### config.mk
export PLATFORM = sky130hd
export DESIGN_NAME = serial_add_ctrl
export DESIGN_NICKNAME = d
export VERILOG_FILES = /design/src/rtl/serial_add_pkg.sv /design/src/rtl/serial_add_ctrl_fa_bit.sv /design/src/rtl/serial_add_ctrl.sv
export SDC_FILE = /design/constraint.sdc
export NUM_CORES = 1
export LEC_CHECK = 0
export CAP_MARGIN = 20
export CORE_ASPECT_RATIO = 1.1
export CORE_MARGIN = 2
export CORE_UTILIZATION = 43
export CTS_BUF_LIST = sky130_fd_sc_hd__clkbuf_16
export CTS_CLUSTER_DIAMETER = 50
export DETAILED_ROUTE_END_ITERATION = 10
export HOLD_SLACK_MARGIN = 0.08
export PLACE_DENSITY = 0.73
export SYNTH_ARGS = -nofsm -noshare
export SYNTH_HDL_FRONTEND = slang
export SYNTH_HIERARCHICAL = 1
export SYNTH_SLANG_ARGS = --single-unit
### constraint.sdc
create_clock -name clk -period 1.18 [get_ports clk]
set_input_delay 0.354 -clock clk [delete_from_list [all_inputs] [get_ports clk]]
set_output_delay 0.354 -clock clk [all_outputs]
set_load 0.01 [all_outputs]
### src/rtl/serial_add_pkg.sv
// Shared types and constants for the bit-serial adder.
// FSM state encoding and default operand width.
package serial_add_pkg;

  localparam int WIDTH_DEF = 8;

  typedef enum logic [1:0] {
    IDLE = 2'd0,
    RUN  = 2'd1,
    DONE = 2'd2
  } state_t;

endpackage

### src/rtl/serial_add_ctrl_fa_bit.sv
// One-bit full adder reused every cycle by the
// serial adder datapath.
module fa_bit (
  input  logic a,
  input  logic b,
  input  logic cin,
  output logic sum,
  output logic cout
);

  assign sum  = a ^ b ^ cin;
  assign cout = (a & b) | (cin & (a ^ b));

endmodule

### src/rtl/serial_add_ctrl.sv
// Bit-serial adder: one full adder, LSB first, WIDTH cycles.
// Define SERIAL_ADD_OVF_EN to add the signed overflow output.
module serial_add_ctrl
  import serial_add_pkg::*;
#(
  parameter int WIDTH = WIDTH_DEF
) (
  input  logic             clk,
  input  logic             rst,
  input  logic             start,
  input  logic [WIDTH-1:0] a,
  input  logic [WIDTH-1:0] b,
  input  logic             cin,
  output logic             busy,
  output logic             done,
  output logic [WIDTH-1:0] sum,
  output logic             cout
`ifdef SERIAL_ADD_OVF_EN
  ,
  output logic             ovf
`endif
);

  localparam int CW = $clog2(WIDTH);

  state_t           state;
  state_t           nxt;
  logic [WIDTH-1:0] sa;
  logic [WIDTH-1:0] sb;
  logic             carry;
  logic [CW-1:0]    cnt;
  logic             last;
  logic             s_bit;
  logic             c_bit;

  assign last = (cnt == CW'(WIDTH - 1));
  assign busy = (state != IDLE);

  fa_bit u_fa (
    .a    (sa[0]),
    .b    (sb[0]),
    .cin  (carry),
    .sum  (s_bit),
    .cout (c_bit)
  );

  // State register
  always_ff @(posedge clk) begin
    if (rst) state <= IDLE;
    else     state <= nxt;
  end

  // Next-state: IDLE -> RUN for WIDTH cycles -> DONE -> IDLE
  always_comb begin
    nxt = state;
    unique case (state)
      IDLE:    if (start) nxt = RUN;
      RUN:     if (last) nxt = DONE;
      DONE:    nxt = IDLE;
      default: nxt = IDLE;
    endcase
  end

  // Datapath: capture operands, shift one sum bit per RUN cycle
  always_ff @(posedge clk) begin
    if (rst) begin
      sa    <= '0;
      sb    <= '0;
      carry <= 1'b0;
      cnt   <= '0;
      sum   <= '0;
      cout  <= 1'b0;
      done  <= 1'b0;
    end else begin
      done <= (state == DONE);
      unique case (state)
        IDLE: begin
          if (start) begin
            sa    <= a;
            sb    <= b;
            carry <= cin;
            cnt   <= '0;
          end
        end
        RUN: begin
          sa    <= sa >> 1;
          sb    <= sb >> 1;
          sum   <= {s_bit, sum[WIDTH-1:1]};
          carry <= c_bit;
          cnt   <= last ? '0 : cnt + CW'(1);
        end
        DONE: begin
          cout <= carry;
        end
        default: ;
      endcase
    end
  end

`ifdef SERIAL_ADD_OVF_EN
  // Signed overflow: carry into MSB differs from carry out
  always_ff @(posedge clk) begin
    if (rst)
      ovf <= 1'b0;
    else if (state == RUN && last)
      ovf <= carry ^ c_bit;
  end
`endif

endmodule

==> out/results.tsv <==
stage	metric	value	unit
sta	min_period_over_period	110	%
clock_tree	cts_buffer_depth	2	
synth	synth_cells	160	
power	power_switching_share	23.3	%
power	power.net_switching	638	uW
die	die_w	56.6	um
sta	slew_headroom	83.8	%
sta	skew	0.00354	ns
synth	syn_nets	183	
power	finalPower	2.74	mW
place	port_buffers	30	
clock_tree	clock-root-buffer	clkbuf_16	
power	power_frac_comb	14.0	%
die	start_util	46.2	%
sta	period_minus_slack	1.30	ns
finish	seqCellArea	646	sq um
finish	layout-drive-gt1-share	30.3	%
synth	netlist_area	1310	sq um
setup_path	endpoint_kind	primary output	
clock_tree	cts_sinks	32	
synth	synth.distinct_cells	26	
clock_tree	cts_tree	yes	
setup_path	critPathBufInv	1	
place	gp_congestion	0.743	
die	core	2830	sq um
finish	final_cells	241	
clock_tree	clk_pin_slew	0.05	ns
power	leakage	0.839	nW
global_routing	grt_pass1_vias	1131	
sta	drv_slew	0	
power	seqPwrFrac	43.2	%
clock_tree	clk_latency	0.27	ns
finish	synthToLayoutAreaGrowth	51.0	%
global_routing	antenna_found_initial	0	
sta	rsz0062_at_grt	true	
drt	routedWlPerCell	12.5	um
die	rows	20	
die	boundaryPins	31	
power	power.density	1390	nW/um^2
drt	ant_nets	0	
sta	setup_ws	-0.122	ns
global_routing	overflow	0	
die	die_h	61.8	um
synth	synth-seq-cells	32	
place	pre_cts_ws	-0.490	ns
place	dp.cells	231	
outcome	outcome	finished, violations left	
clock_tree	numCtsBuffers	5	
synth	synthTopCellsByArea	dfxtp_1, nor2_1, nor4_1, nand2_1, a21oi_1	
finish	multi_input_area	681	sq um
drt	first_pass_iters	4	
run	drv_cap	0	
setup_path	critPathKind	reg -> out	
setup_path	timing.rr.start	state[1]$_SDFFE_PP0P_	
setup_path	critPathMaxFanout	2	
sta	worst_slew_pin_slew	0.240	ns
setup_path	crit_chain	or2_4 > buf_6	
outcome	failed_checks	negative setup slack	
setup_path	critPathLaunchType	flop	
setup_path	cp.required	0.83	ns
place	hpwlAfterDp	2.01	mm
sta	timing.fmax	0.768	GHz
clock_tree	cts_hold_buf	0	
global_routing	grt_first_pass_wirelength	4.62	mm
synth	syn_avg_cell_area	8.16	sq um
finish	antenna_cells	0	
die	die-area	3500	sq um
setup_path	crit_slowest_cell	dfxtp_2	
sta	setup_tns	-1.53	ns
power	p_int	2.10	mW
drt	drc	0	
sta	setup_viol	16	
finish	utilization	69.7	%
finish	num-nets-final	231	
setup_path	worstPathArrival	0.95	ns
hold_path	min_from	sum[0]$_SDFFE_PP0N_	
synth	yosysWarnings	6	
hold_path	hp-class	reg -> reg	
setup_path	critPathMaxStageDelay	0.32	ns
global_routing	grt_max_degree	25	
finish	final.fill_count	218	
drt	drt-initial-drc-count	21	
power	clkPwrFrac	42.8	%
global_routing	track_usage	17.6	%
power	ir_worst_vdd	1.33	mV
drt	viasPerCell	5.16	
synth	synth_top_area_share	49.0	%
synth	yosysTopAreaCell	dfxtp_1	
drt	wl	3.01	mm
sta	hold_viol_final	0	
setup_path	startpoint	state[0]$_SDFFE_PP0P_	
clock_tree	cts-htree-levels	2	
synth	yosysSeqAreaShare	49.0	%
setup_path	critical_path.top_delay_family	flip-flops	
drt	vias	1244	
==> final timing paths <==
check,endpoint,slack (ns),depth (start not counted)
hold / removal,sum[0]$_SDFFE_PP0N_,0.46,2
setup / recovery,busy,-0.12,2
setup reg to reg,sa[1]$_SDFFE_PP0P_,-0.10,5
hold reg to reg,sum[0]$_SDFFE_PP0N_,0.46,2
==> cells in the mapped netlist <==
| cell type | count |
|---|---|
| mux2i_1 | 2 |
| or2_2 | 1 |
| fa_1 | 1 |
| dfxtp_1 | 32 |
| o21bai_1 | 1 |
| nor2_2 | 1 |
| nand2b_1 | 2 |
| buf_1 | 1 |
| nor3_1 | 2 |
| a21oi_1 | 10 |
| clkbuf_1 | 2 |
| a22oi_1 | 3 |
| nor4_1 | 14 |
| o21ba_2 | 1 |
| nand3b_1 | 2 |
| nor4_2 | 1 |
| inv_1 | 1 |
| buf_2 | 5 |
| buf_6 | 2 |
| ha_1 | 2 |
| buf_4 | 2 |
| o21ai_0 | 2 |
| nand2_1 | 16 |
| or3b_1 | 1 |
| nor2_1 | 51 |
| nor2b_1 | 2 |
==> power by group through the flow <==
| stage | registers (mW) | logic, mW | clock network [mW] |
|---|---|---|---|
| finish | 1.18 | 0.384 | 1.17 |
| global route | 1.19 | 0.423 | 1.25 |
| CTS | 1.18 | 0.353 | 1.19 |
| detailed placement | 1.20 | 0.332 | 0 |
| global placement | 1.20 | 0.322 | 0 |
| floorplan | 1.20 | 0.181 | 0 |
==> flip-flops by register name, indices dropped and copies added, names as in the netlist <==
name,cells
sum,8
sb,8
sa,8
cout,1
carry,1
cnt,3
state,2
done,1
==> kinds of logic after synthesis <==
group	after synthesis	share of synthesized area, %
flip-flops	32	49.0
buffers and inverters	13	5.94
AO/OA/AOI/OAI	17	7.66
adder cells (fa/ha/maj)	3	3.45
multiplexers	2	1.53
AND/OR/NAND/NOR	93	32.4
==> tightest hold or removal path: stages, from the launching register on <==
cell     delay, ns
dfxtp_1       0.31
nand2_1       0.05
a21oi_1       0.06
==> layout make-up <==
type	instances	area share [%]
multi-input combinational	115	34.5
sequential	32	32.7
timing repair buffer	53	23.7
clock buffer	5	6.35
tap	33	2.09
clock inverter	2	0.381
inverter	1	0.190
==> layer usage <==
metal  vias to the layer above  GRT usage [%]  routed length (um)
li1                        626              -                   -
met1                       577           17.6                1260
met2                        34           32.7                1510
met3                         7           7.87                 181
met4                         0           6.46                  57
met5                         -              0                   0
==> stage by stage <==
| stage | area (sq um) | hold slack [ns] |
|---|---|---|
| after detailed placement | 1750 | 0.459 |
| final | 1970 | 0.461 |
| after global placement | 1750 | 0.442 |
| after floorplan | 1310 | 0.432 |
| after CTS | 1900 | 0.463 |
| after global routing | 1970 | 0.487 |
==> timing repair <==
| action | CTS | global route |
|---|---|---|
| setup buffers | 0 | 1 |
| cloned | 1 | 1 |
| endpoints found under the setup margin | 26 | 22 |
| pin swaps | 1 | 3 |
| resized for setup | 52 | 30 |
==> cell usage in the layout, fill, tap and decap left out <==
| master | instances |
|---|---|
| clkbuf_2 | 1 |
| nor3_1 | 2 |
| buf_6 | 5 |
| nor2b_1 | 2 |
| nor2_2 | 5 |
| o21bai_1 | 1 |
| or3b_4 | 1 |
| clkinv_1 | 2 |
| buf_2 | 10 |
| buf_4 | 15 |
| fa_1 | 1 |
| nor4_1 | 13 |
| buf_12 | 2 |
| inv_1 | 1 |
| dlygate4sd2_1 | 1 |
| dfxtp_2 | 4 |
| dfxtp_1 | 28 |
| a22oi_1 | 3 |
| o21ai_0 | 2 |
| buf_8 | 1 |
| nand3b_1 | 2 |
| ha_1 | 2 |
| o21ba_2 | 1 |
| nand2_1 | 16 |
| nor4_2 | 2 |
| a21oi_2 | 1 |
| nand2b_1 | 2 |
| a21oi_1 | 9 |
| nor2_4 | 9 |
| mux2i_1 | 2 |
| clkbuf_16 | 5 |
| or2_4 | 1 |
| clkdlybuf4s50_1 | 18 |
| nor2_1 | 38 |
Power figures use the tool's default switching activity.
